--- src/rtl/spi_flash_pkg.sv ---
// Shared constants and state encoding for the SPI NOR flash read responder.
package spi_flash_pkg;

  localparam logic [7:0] SPI_CMD_READ = 8'h03;
  localparam int unsigned NB_XFER_BITS = 64;

  typedef enum logic [3:0] {
    StIdle = 4'b0001,
    StCmd  = 4'b0010,
    StData = 4'b0100,
    StDone = 4'b1000
  } state_e;

endpackage

--- src/rtl/spi_flash_responder_if.sv ---
// Memory-bus read port between the core (master) and the flash responder (slave).
interface spi_flash_responder_if #(
  parameter int unsigned ADDR_WIDTH = 24
);
  logic                  sel;
  logic [ADDR_WIDTH-1:0] mem_addr;
  logic                  mem_rstrb;
  logic [31:0]           mem_rdata;
  logic                  mem_rbusy;
  logic                  mem_wbusy;

  modport master (
    output sel, mem_addr, mem_rstrb,
    input  mem_rdata, mem_rbusy, mem_wbusy
  );

  modport slave (
    input  sel, mem_addr, mem_rstrb,
    output mem_rdata, mem_rbusy, mem_wbusy
  );
endinterface

--- src/rtl/spi_sck_gen.sv ---
// Mode-0 SCK generator: half-period counter with single-cycle pulses marking the clk
// cycle on which SCK is about to rise or fall.
module spi_sck_gen #(
  parameter int unsigned CLK_DIV = 2
) (
  input  logic clk,
  input  logic reset,
  input  logic run_i,
  output logic sck_o,
  output logic rise_pulse_o,
  output logic fall_pulse_o
);
  localparam int unsigned CntW = (CLK_DIV > 1) ? $clog2(CLK_DIV) : 1;
  localparam logic [CntW-1:0] CntMax = CntW'(CLK_DIV - 1);

  logic [CntW-1:0] cnt_q, cnt_d;
  logic            sck_q, sck_d;
  logic            tc;

  assign tc = run_i && (cnt_q == CntMax);

  always_comb begin
    cnt_d = '0;
    sck_d = 1'b0;
    if (run_i) begin
      cnt_d = tc ? '0 : cnt_q + CntW'(1);
      sck_d = tc ? ~sck_q : sck_q;
    end
  end

  always_ff @(posedge clk or posedge reset) begin
    if (reset) begin
      cnt_q <= '0;
      sck_q <= 1'b0;
    end else begin
      cnt_q <= cnt_d;
      sck_q <= sck_d;
    end
  end

  assign sck_o        = sck_q;
  assign rise_pulse_o = tc & ~sck_q;
  assign fall_pulse_o = tc & sck_q;
endmodule

--- src/rtl/spi_flash_responder.sv ---
// Serves 32-bit bus reads from an SPI NOR flash with the READ (0x03) command;
// the first flash byte lands in rdata[7:0].
module spi_flash_responder
  import spi_flash_pkg::*;
#(
  parameter int unsigned ADDR_WIDTH = 24,
  parameter int unsigned CLK_DIV    = 2,
  parameter int unsigned CS_HIGH    = 2
) (
  input  logic                  clk,
  input  logic                  reset,
  spi_flash_responder_if.slave  bus,
  output logic                  spi_cs_n,
  output logic                  spi_sck,
  output logic                  spi_mosi,
  input  logic                  spi_miso
);
  localparam int unsigned CsW = (CS_HIGH > 1) ? $clog2(CS_HIGH) : 1;

  state_e                state_q, state_d;
  logic [5:0]            bit_cnt_q, bit_cnt_d;
  logic [CsW-1:0]        cs_cnt_q, cs_cnt_d;
  logic [31:0]           shift_out_q, shift_out_d;
  logic [31:0]           shift_in_q, shift_in_d;
  logic [31:0]           rdata_q, rdata_d;
  logic                  busy_q;
  logic                  run, rise, fall, start;
  logic                  cmd_last, data_last, cs_last;
  logic [ADDR_WIDTH-1:0] addr;
  logic                  unused_addr;

  assign addr        = bus.mem_addr;
  assign unused_addr = ^addr;  // only [23:2] reach the flash
  assign start       = bus.mem_rstrb & bus.sel;
  assign cmd_last    = fall && (bit_cnt_q == 6'(NB_XFER_BITS / 2 - 1));
  assign data_last   = fall && (bit_cnt_q == 6'(NB_XFER_BITS - 1));
  assign cs_last     = (cs_cnt_q == CsW'(CS_HIGH - 1));

  spi_sck_gen #(
    .CLK_DIV (CLK_DIV)
  ) u_sck_gen (
    .clk          (clk),
    .reset        (reset),
    .run_i        (run),
    .sck_o        (spi_sck),
    .rise_pulse_o (rise),
    .fall_pulse_o (fall)
  );

  always_ff @(posedge clk or posedge reset) begin
    if (reset) begin
      state_q     <= StIdle;
      bit_cnt_q   <= '0;
      cs_cnt_q    <= '0;
      shift_out_q <= '0;
      shift_in_q  <= '0;
      rdata_q     <= '0;
      busy_q      <= 1'b0;
    end else begin
      state_q     <= state_d;
      bit_cnt_q   <= bit_cnt_d;
      cs_cnt_q    <= cs_cnt_d;
      shift_out_q <= shift_out_d;
      shift_in_q  <= shift_in_d;
      rdata_q     <= rdata_d;
      busy_q      <= (state_d != StIdle);
    end
  end

  always_comb begin
    state_d = state_q;
    unique case (state_q)
      StIdle:  if (start)     state_d = StCmd;
      StCmd:   if (cmd_last)  state_d = StData;
      StData:  if (data_last) state_d = StDone;
      StDone:  if (cs_last)   state_d = StIdle;
      default:                state_d = StIdle;
    endcase
  end

  always_comb begin
    shift_out_d = shift_out_q;
    shift_in_d  = shift_in_q;
    rdata_d     = rdata_q;
    bit_cnt_d   = bit_cnt_q;
    cs_cnt_d    = '0;
    if (state_q == StIdle && start) shift_out_d = {SPI_CMD_READ, addr[23:2], 2'b00};
    if (state_q == StCmd && fall)   shift_out_d = {shift_out_q[30:0], 1'b0};
    if (state_q == StData && rise)  shift_in_d  = {shift_in_q[30:0], spi_miso};
    // Counts all 64 SCK periods; wraps to 0 on the last falling edge.
    if (fall) bit_cnt_d = bit_cnt_q + 6'd1;
    if (data_last) rdata_d = {shift_in_q[7:0], shift_in_q[15:8],
                              shift_in_q[23:16], shift_in_q[31:24]};
    if (state_q == StDone && !cs_last) cs_cnt_d = cs_cnt_q + CsW'(1);
  end

  always_comb begin
    spi_cs_n = 1'b1;
    spi_mosi = 1'b0;
    run      = 1'b0;
    unique case (state_q)
      StCmd: begin
        spi_cs_n = 1'b0;
        spi_mosi = shift_out_q[31];
        run      = 1'b1;
      end
      StData: begin
        spi_cs_n = 1'b0;
        run      = 1'b1;
      end
      default: ;
    endcase
  end

  assign bus.mem_rdata = rdata_q;
  assign bus.mem_rbusy = busy_q;
  assign bus.mem_wbusy = 1'b0;
endmodule

--- src/flat_wrapper.sv ---
// flat-port wrapper written by rule: the top's interface ports become plain ports
module spi_flash_responder_flat import spi_flash_pkg::*;
#(
  parameter int unsigned ADDR_WIDTH = 24,
  parameter int unsigned CLK_DIV    = 2,
  parameter int unsigned CS_HIGH    = 2
)
  (clk, reset, spi_cs_n, spi_sck, spi_mosi, spi_miso, bus_sel, bus_mem_addr, bus_mem_rstrb, bus_mem_rdata, bus_mem_rbusy, bus_mem_wbusy);
  spi_flash_responder_if #(.ADDR_WIDTH(ADDR_WIDTH)) bus_i ();
  input  logic clk;
  input  logic reset;
  output logic spi_cs_n;
  output logic spi_sck;
  output logic spi_mosi;
  input  logic spi_miso;
  input wire logic [$bits(bus_i.sel)-1:0] bus_sel;
  input wire logic [$bits(bus_i.mem_addr)-1:0] bus_mem_addr;
  input wire logic [$bits(bus_i.mem_rstrb)-1:0] bus_mem_rstrb;
  output wire logic [$bits(bus_i.mem_rdata)-1:0] bus_mem_rdata;
  output wire logic [$bits(bus_i.mem_rbusy)-1:0] bus_mem_rbusy;
  output wire logic [$bits(bus_i.mem_wbusy)-1:0] bus_mem_wbusy;
  assign bus_i.sel = bus_sel;
  assign bus_i.mem_addr = bus_mem_addr;
  assign bus_i.mem_rstrb = bus_mem_rstrb;
  assign bus_mem_rdata = bus_i.mem_rdata;
  assign bus_mem_rbusy = bus_i.mem_rbusy;
  assign bus_mem_wbusy = bus_i.mem_wbusy;
  spi_flash_responder #(.ADDR_WIDTH(ADDR_WIDTH), .CLK_DIV(CLK_DIV), .CS_HIGH(CS_HIGH)) u_core (.clk(clk), .reset(reset), .bus(bus_i), .spi_cs_n(spi_cs_n), .spi_sck(spi_sck), .spi_mosi(spi_mosi), .spi_miso(spi_miso));
endmodule
--- config.mk ---
export PLATFORM = sky130hd
export DESIGN_NAME = spi_flash_responder_flat
export DESIGN_NICKNAME = d
export VERILOG_FILES = /design/src/rtl/spi_flash_pkg.sv /design/src/rtl/spi_flash_responder_if.sv /design/src/rtl/spi_sck_gen.sv /design/src/rtl/spi_flash_responder.sv /design/src/flat_wrapper.sv
export SDC_FILE = /design/constraint.sdc
export NUM_CORES = 1
export LEC_CHECK = 0
export CORE_UTILIZATION = 30
export CTS_CLUSTER_DIAMETER = 100
export CTS_CLUSTER_SIZE = 28
export DETAILED_ROUTE_END_ITERATION = 8
export GPL_ROUTABILITY_DRIVEN = 0
export SKIP_CTS_REPAIR_TIMING = 1
export SLEW_MARGIN = 5
export SYNTH_ARGS = -nofsm -noshare
export SYNTH_HDL_FRONTEND = slang
export SYNTH_SLANG_ARGS = --single-unit
export TNS_END_PERCENT = 1
--- constraint.sdc ---
create_clock -name clk -period 10.72 [get_ports clk]
set_input_delay 2.144 -clock clk [delete_from_list [all_inputs] [get_ports clk]]
set_output_delay 2.144 -clock clk [all_outputs]
set_load 0.005 [all_outputs]
==> results.txt, run 1 <==
Die Span X - 122 um
Clock buffer depth - 2
Clock Sinks - 108
WL final - 7470 um
First-pass GRT wire length - 13,100 um
Worst setup margin - 6630 ps
Final min period - 4090 ps
Area leader, netlist - dfrtp_1
Outcome - finished clean
Layout fillers - 1,334
Most Crowded Layer GR - met2
Max-Cap Viols - 0
VDD IR max - 0.0000837 V
Most common cell after layout, fill and taps aside - dfrtp_1
Via count - 2,569
Routing usage on met2 - 17.2%
Area growth syn-to-layout - 24.6%
Drt pass-1 iters - 4
CTS tree - yes
Critical path's top delay family - simple AND/OR/NAND/NOR gates
Hpwl dp - 4860 um
Pin count of the biggest net entering global routing - 77
Initial Utilization - 30.8%
Worst path bufs/invs - 1
P per Cell Area - 156 mW/mm^2
Mean area per synthesized cell - 13.8 um^2
Die Y - 122 um
Clock root buffer - clkbuf_16
RSZ-0062 raised after global routing - false
Most frequent cells in the layout - dfrtp_1 (107), mux2_2 (65), clkdlybuf4s50_1 (62)
FF/Latch Area - 0.00270 mm^2
Crit. End Element - primary output
Cell Count, Final, Fillers Out - 555
IO Pins - 66
Inst Count DP - 539
Net Count, Synth - 341
Vias/cell - 4.63
Antenna violations before repair - 0
Die Area - 0.0148 mm^2
Seq/Total Area, Yosys - 63.0%
Sum of negative setup slack - 0 ps
Clk slew on worst S/H paths - 70 ps
Worst-path maximum fanout - 6
Core Util, Final - 38.3%
Met1 Usage GRT - 14.2%
Place WS - 6830 ps
Area contributors post-synth - dfrtp_1 (62%), mux2_2 (17%), nand2_1 (4.0%), a22oi_1 (3.7%), buf_12 (1.4%)
Yosys warns - 0
Final #Nets - 400
Final hold violation count - 0
DR iter-0 viols - 113
Remaining Overflow, GRT - 0
Number of distinct library cells after synthesis - 34
Crit-path max cell delay - 530 ps
Slew margin rel. - 27.3%
Number of core rows - 43
H-tree levels - 3
Total power - 832 uW
Clk_lat worst skew - 340 ps
TritonCTS Buffers - 9
Antenna Nets Post-Route - 0
Slowest-stage cell, CP - clkdlybuf4s50_1
Multi-input gate area - 0.00144 mm^2
Worst Hold Class - reg2reg
Crit path cell chain - nor4b_2 -> and2_1 -> clkdlybuf4s50_1
Grt met3 use - 6.37%
Share of cells above drive strength 1 - 23.7%
Crit Path Category - reg2out
Least-Margin Pin Slew - 1090 ps
Core area - 0.0139 mm^2
Final setup fails - 0
Crit start category - flop
Mapped Area - 0.00429 mm^2
Vias in the first global route - 2,649
CP required - 8580 ps
Post-Synthesis Cells - 311
Placed inst area - 0.00502 mm^2
Leakage power - 2.56 nW
Worst hold slack - 477 ps
Total GRT Usage - 11.4%
Worst Path Arrival - 1950 ps
Final worst-path cycle share - 38.1%
Max-slew violation count - 0
Post-route cell area - 0.00534 mm^2
Input/output buffers - 62
Fmax - 245 MHz
#FFs+latches synth - 108
Drc violations - 0
Yosys top cell area share - 62.4%
Clock skew - 5.19 ps
Ant diodes - 0
Routed len/inst - 13.5 um
-- Yosys cell counts --
cell / n
a21o_1: 2
a22o_1: 6
a22oi_1: 21
a41oi_1: 2
and2_1: 3
and2b_1: 1
and3_1: 2
and4_1: 1
buf_12: 3
buf_2: 6
buf_4: 1
buf_6: 2
clkbuf_1: 6
conb_1: 1
dfrtp_1: 107
dfstp_2: 1
ha_1: 1
inv_1: 2
mux2_2: 65
mux2i_1: 1
nand2_1: 46
nand3b_1: 1
nand4_1: 3
nand4b_1: 2
nor2_1: 7
nor3b_1: 3
nor4b_2: 1
o21ai_0: 3
o22ai_1: 1
o2bb2a_1: 1
o31ai_1: 1
or2_2: 1
xnor2_1: 5
xor2_1: 2
-- worst register-to-register path, cell delays in order, from the launching register on --
cell and delay [ps]:
dfrtp_1 450, xor2_1 220, and3_1 390, and4_1 270, buf_4 400, mux2_2 400
-- path summary, 6_finish.rpt --
kind / startpoint / endpoint / slack (ps) / depth (start not counted)
max in group asynchronous: reset / u_core.bus.mem_rdata[8] / 7310 / 3
worst min-delay path: u_core.shift_out_q[16] / u_core.shift_out_q[16] / 480 / 2
worst max register to register: u_core.state_q[1] / u_core.bus.mem_rdata[8] / 8480 / 5
worst max-delay path: u_core.state_q[3] / spi_mosi / 6630 / 3
worst min register to register: u_core.shift_out_q[16] / u_core.shift_out_q[16] / 480 / 2
min in group asynchronous: reset / u_core.shift_out_q[6] / 2140 / 2
-- area by class of cell --
cell class / instances / area share (%)
flip-flops and latches: 108 / 50.6
repair buffers: 66 / 12.2
inverters: 2 / 0.187
clock buffers: 11 / 4.73
well taps: 180 / 4.22
multi-input cells: 183 / 26.9
clock inverters: 5 / 1.22
-- sequential cells by signal (all words and copies together), names as in the netlist --
signal and flops:
u_core.bus.mem_rdata 32, u_core.u_sck_gen.sck_o 1, u_core.u_sck_gen.cnt_q 1, u_core.shift_in_q 32, u_core.bus.mem_rbusy 1, u_core.state_q 4, u_core.cs_cnt_q 1, u_core.bit_cnt_q 6
u_core.shift_out_q 30
-- cells by family (layout without fill, tap and decap cells) --
family	Yosys count	count (layout)	synth area share, %
AO/OA/AOI/OAI	37	37	6.56
other	1	1	0.0874
buffers and inverters	20	84	3.50
XOR/XNOR	7	7	1.43
multiplexers	66	66	17.3
flip-flops	108	108	63.0
adder cells (fa/ha/maj)	1	1	0.292
AND/OR/NAND/NOR	71	71	7.79
-- per-layer routing --
layer	up-vias	wire length, um
li1	1203	-
met1	1286	3340
met2	75	3440
met3	5	623
met4	0	66
met5	-	0
-- power breakdown --
| part | internal, mW | leakage [nW] | switching [mW] |
|---|---|---|---|
| clock | 0.197 | 0.157 | 0.147 |
| combinational | 0.0208 | 0.951 | 0.0252 |
| sequential | 0.429 | 1.46 | 0.0128 |
(Power assumes the default switching activity.)
==> inputs of run 2 (changes only) <==
==> constraint.sdc (replaced) <==
create_clock -name clk -period 3.6 [get_ports clk]
set_input_delay 0.72 -clock clk [delete_from_list [all_inputs] [get_ports clk]]
set_output_delay 0.72 -clock clk [all_outputs]
set_load 0.005 [all_outputs]
==> results.txt, run 2 (synthesis gave the netlist of run 1 again) <==
Most frequent cells in the layout - dfrtp_1 (107), mux2_2 (65), clkdlybuf4s50_1 (62)
Inst Count DP - 540
Worst path bufs/invs - 1
Core area - 0.0139 mm^2
Antenna violations before repair - 0
Leakage power - 2.57 nW
Ant diodes - 0
Worst hold slack - 478 ps
Least-Margin Pin Slew - 1080 ps
Share of cells above drive strength 1 - 23.9%
VDD IR max - 0.000337 V
Pin count of the biggest net entering global routing - 59
Drc violations - 0
Clk_lat worst skew - 350 ps
WL final - 7490 um
Crit Path Category - reg2out
CTS tree - yes
Worst setup margin - 935 ps
Crit start category - flop
DR iter-0 viols - 120
Critical path's top delay family - simple AND/OR/NAND/NOR gates
Register-to-Register Path Depth - 4
Input/output buffers - 62
Final min period - 2670 ps
Clock Sinks - 108
Initial Utilization - 30.8%
Most common cell after layout, fill and taps aside - dfrtp_1
Clock root buffer - clkbuf_16
Hpwl dp - 4800 um
Worst Path Arrival - 1950 ps
Crit. End Element - primary output
Via count - 2,578
Sum of negative setup slack - 0 ps
Crit path cell chain - nor4b_2 -> and2_1 -> clkdlybuf4s50_1
Final hold violation count - 0
Outcome - finished clean
Worst Hold Class - reg2reg
CP required - 2880 ps
Final worst-path cycle share - 74.0%
First-pass GRT wire length - 12,800 um
Hold depth - 2
P per Cell Area - 460 mW/mm^2
Slew margin rel. - 28.1%
RSZ-0062 raised after global routing - false
Clock skew - 5.29 ps
Routed len/inst - 13.5 um
Core Util, Final - 38.4%
Clock buffer depth - 2
Cell Count, Final, Fillers Out - 556
Clk slew on worst S/H paths - 70 ps
Max-slew violation count - 0
Slowest-stage cell, CP - clkdlybuf4s50_1
Antenna Nets Post-Route - 0
Total GRT Usage - 11.4%
Final setup fails - 0
Max-Cap Viols - 0
Die Y - 122 um
Vias/cell - 4.64
Die Area - 0.0148 mm^2
Fmax - 375 MHz
Area growth syn-to-layout - 24.7%
Place WS - 1160 ps
TritonCTS Buffers - 9
Stages on the worst setup path - 3
Die Span X - 122 um
Number of core rows - 43
Drt pass-1 iters - 5
Remaining Overflow, GRT - 0
IO Pins - 66
Worst-path maximum fanout - 6
Final #Nets - 401
Vias in the first global route - 2,614
H-tree levels - 3
Crit-path max cell delay - 520 ps
## run 2: power breakdown
group,leakage [nW],switching (mW),internal [mW]
Combinational,0.961,0.0767,0.0649
Clock,0.149,0.457,0.551
Sequential,1.46,0.0374,1.28
Total,2.57,0.571,1.89
## run 2: routing by layer
| layer | track usage [%] | routed length (um) |
|---|---|---|
| met4 | 3.01 | 79 |
| met1 | 14.6 | 3460 |
| met3 | 5.38 | 547 |
| met2 | 17.0 | 3400 |
| met5 | 0 | 0 |
## run 2: metrics by stage
stage	area, um^2	power [mW]
after floorplan	4290	1.42
after global placement	5040	1.48
after detailed placement	5040	1.48
after CTS	5350	2.51
after global routing	5350	2.58
final	5350	2.46
## run 2: layout make-up
cell class | instances | area (um^2)
Tap cell | 180 | 225
Clock inverter | 7 | 80.1
Clock buffer | 9 | 225
Fill cell | 1351 | 8580
Sequential cell | 108 | 2700
Multi-Input combinational cell | 183 | 1440
Inverter | 2 | 10.0
Timing Repair Buffer | 67 | 671
## run 2: worst reg2reg max path, delay by kind of cell (launching register included)
family | cells | cell delay (ps)
flip-flops | 1 | 430
AND/OR/NAND/NOR | 3 | 1480
AO/OA/AOI/OAI | 1 | 240
## run 2: worst paths after layout
| kind | from | slack (ps) | end |
|---|---|---|---|
| min in group asynchronous | reset | 840 | u_core.shift_out_q[6] |
| worst min register to register | u_core.shift_out_q[23] | 480 | u_core.shift_out_q[23] |
| max in group asynchronous | reset | 2030 | u_core.bus.mem_rdata[3] |
| worst max-delay path | u_core.state_q[3] | 930 | spi_mosi |
| worst max register to register | u_core.state_q[3] | 1390 | u_core.shift_out_q[22] |
| worst min-delay path | u_core.shift_out_q[23] | 480 | u_core.shift_out_q[23] |
==> inputs of run 3 (changes only) <==
==> constraint.sdc (replaced) <==
create_clock -name clk -period 2.3 [get_ports clk]
set_input_delay 0.46 -clock clk [delete_from_list [all_inputs] [get_ports clk]]
set_output_delay 0.46 -clock clk [all_outputs]
set_load 0.005 [all_outputs]
==> results.txt, run 3 (synthesis gave the netlist of run 1 again) <==
Outcome - finished clean
Clock buffer depth - 2
Worst Path Arrival - 1670 ps
TritonCTS Buffers - 9
Routing usage on met2 - 17.5%
IO Pins - 66
Leakage power - 2.60 nW
Pin count of the biggest net entering global routing - 66
Die Span X - 122 um
Most common cell after layout, fill and taps aside - dfrtp_1
Antenna Nets Post-Route - 0
Area growth syn-to-layout - 26.2%
Grt met3 use - 4.59%
WL final - 7540 um
Crit. End Element - primary output
Fmax - 471 MHz
Worst Hold Class - reg2reg
H-tree levels - 3
Worst path bufs/invs - 1
Drc violations - 0
Drt pass-1 iters - 4
Vias/cell - 4.63
Crit-path max cell delay - 600 ps
Critical path's top delay family - flip-flops
Crit path cell chain - nor2_1 -> nand2_1 -> clkdlybuf4s50_1
Worst Setup SP - u_core.state_q[0]
Via count - 2,604
Layout fillers - 1,309
Max-Cap Viols - 0
Die Area - 0.0148 mm^2
Cell Count, Final, Fillers Out - 562
Final worst-path cycle share - 92.4%
Max-slew violation count - 0
Clk_lat worst skew - 350 ps
Most frequent cells in the layout - dfrtp_1 (105), mux2_2 (65), clkdlybuf4s50_1 (61)
Input/output buffers - 62
Final setup fails - 0
Crit Path Category - reg2out
Die Y - 122 um
Initial Utilization - 30.8%
Share of cells above drive strength 1 - 25.1%
Clk slew on worst S/H paths - 70 ps
Crit start category - flop
Clock Sinks - 108
Final min period - 2130 ps
Slowest-stage cell, CP - dfstp_2
P per Cell Area - 691 mW/mm^2
Routed len/inst - 13.4 um
Hold path start - u_core.bit_cnt_q[4]
RSZ-0062 raised after global routing - false
VDD IR max - 0.000463 V
Final hold violation count - 0
CP required - 1840 ps
First-pass GRT wire length - 13,100 um
CTS tree - yes
Vias in the first global route - 2,681
Number of core rows - 43
Met1 Usage GRT - 14.1%
Core area - 0.0139 mm^2
Ant diodes - 0
Hpwl dp - 4860 um
Worst-path maximum fanout - 6
R2r startpoint - u_core.state_q[2]
Inst Count DP - 546
Most Crowded Layer GR - met2
Total GRT Usage - 11.4%
DR iter-0 viols - 137
Clock root buffer - clkbuf_16
Remaining Overflow, GRT - 0
Final #Nets - 407
Antenna violations before repair - 0
Sum of negative setup slack - 0 ps
Clock skew - 8.14 ps
-- run 3: cell count changes in the layout (fill, tap and decap cells not counted), moves of 2 or more --
cell,delta
clkbuf_1,+2
clkinv_4,+3
buf_12,+2
dfrtp_1,-2
buf_4,+4
dfrtp_2,+2
inv_6,-3
-- run 3: worst paths after layout --
path                            slack (ps)  cells past startpoint                     end
worst min register to register         470                      1     u_core.bit_cnt_q[4]
min in group asynchronous              550                      3     u_core.bit_cnt_q[5]
worst min-delay path                   470                      1     u_core.bit_cnt_q[4]
worst max-delay path                   170                      3                spi_cs_n
max in group asynchronous             1430                      3  u_core.shift_out_q[18]
worst max register to register         400                      6   u_core.shift_in_q[16]
-- run 3: report_power, final --
group	leakage [nW]	internal (mW)	total (mW)	switching (mW)
Clock	0.133	0.750	1.45	0.697
Sequential	1.45	2.00	2.06	0.0613
Combinational	1.01	0.110	0.231	0.122
-- run 3: metrics by stage --
| stage | power (mW) | worst slack, ps | hold WS (ps) | cell area [um^2] | utilization (%) |
|---|---|---|---|---|---|
| final | 3.74 | 175 | 466 | 5410 | 38.8 |
| after global routing | 3.92 | 45.1 | 505 | 5410 | 38.8 |
| after CTS | 3.81 | 48.6 | 474 | 5400 | 38.7 |
| after detailed placement | 2.33 | 360 | 459 | 5120 | 36.7 |
| after global placement | 2.32 | 379 | 455 | 5120 | 36.7 |
| after floorplan | 2.22 | 516 | 439 | 4290 | - |
-- run 3: metal layers --
metal | up-vias | wire length, um
met5 | - | 0
met4 | 0 | 116
met3 | 10 | 462
met2 | 61 | 3430
met1 | 1318 | 3530
li1 | 1215 | -
-- run 3: layout make-up --
type | instances | area (um^2) | area share, %
well taps | 180 | 225 | 4.16
repair buffers | 73 | 743 | 13.7
clock buffers | 11 | 233 | 4.30
clock inverters | 5 | 50.0 | 0.925
multi-input cells | 183 | 1440 | 26.7
inverters | 2 | 11.3 | 0.208
flip-flops and latches | 108 | 2710 | 50.0
-- run 3: worst register-to-register path, cell delays in order, from the launching register on --
cell and delay (ps):
dfrtp_1 460, and2b_1 200, nor3b_1 130, buf_4 140, nand3b_1 70, buf_4 370
mux2_2 420
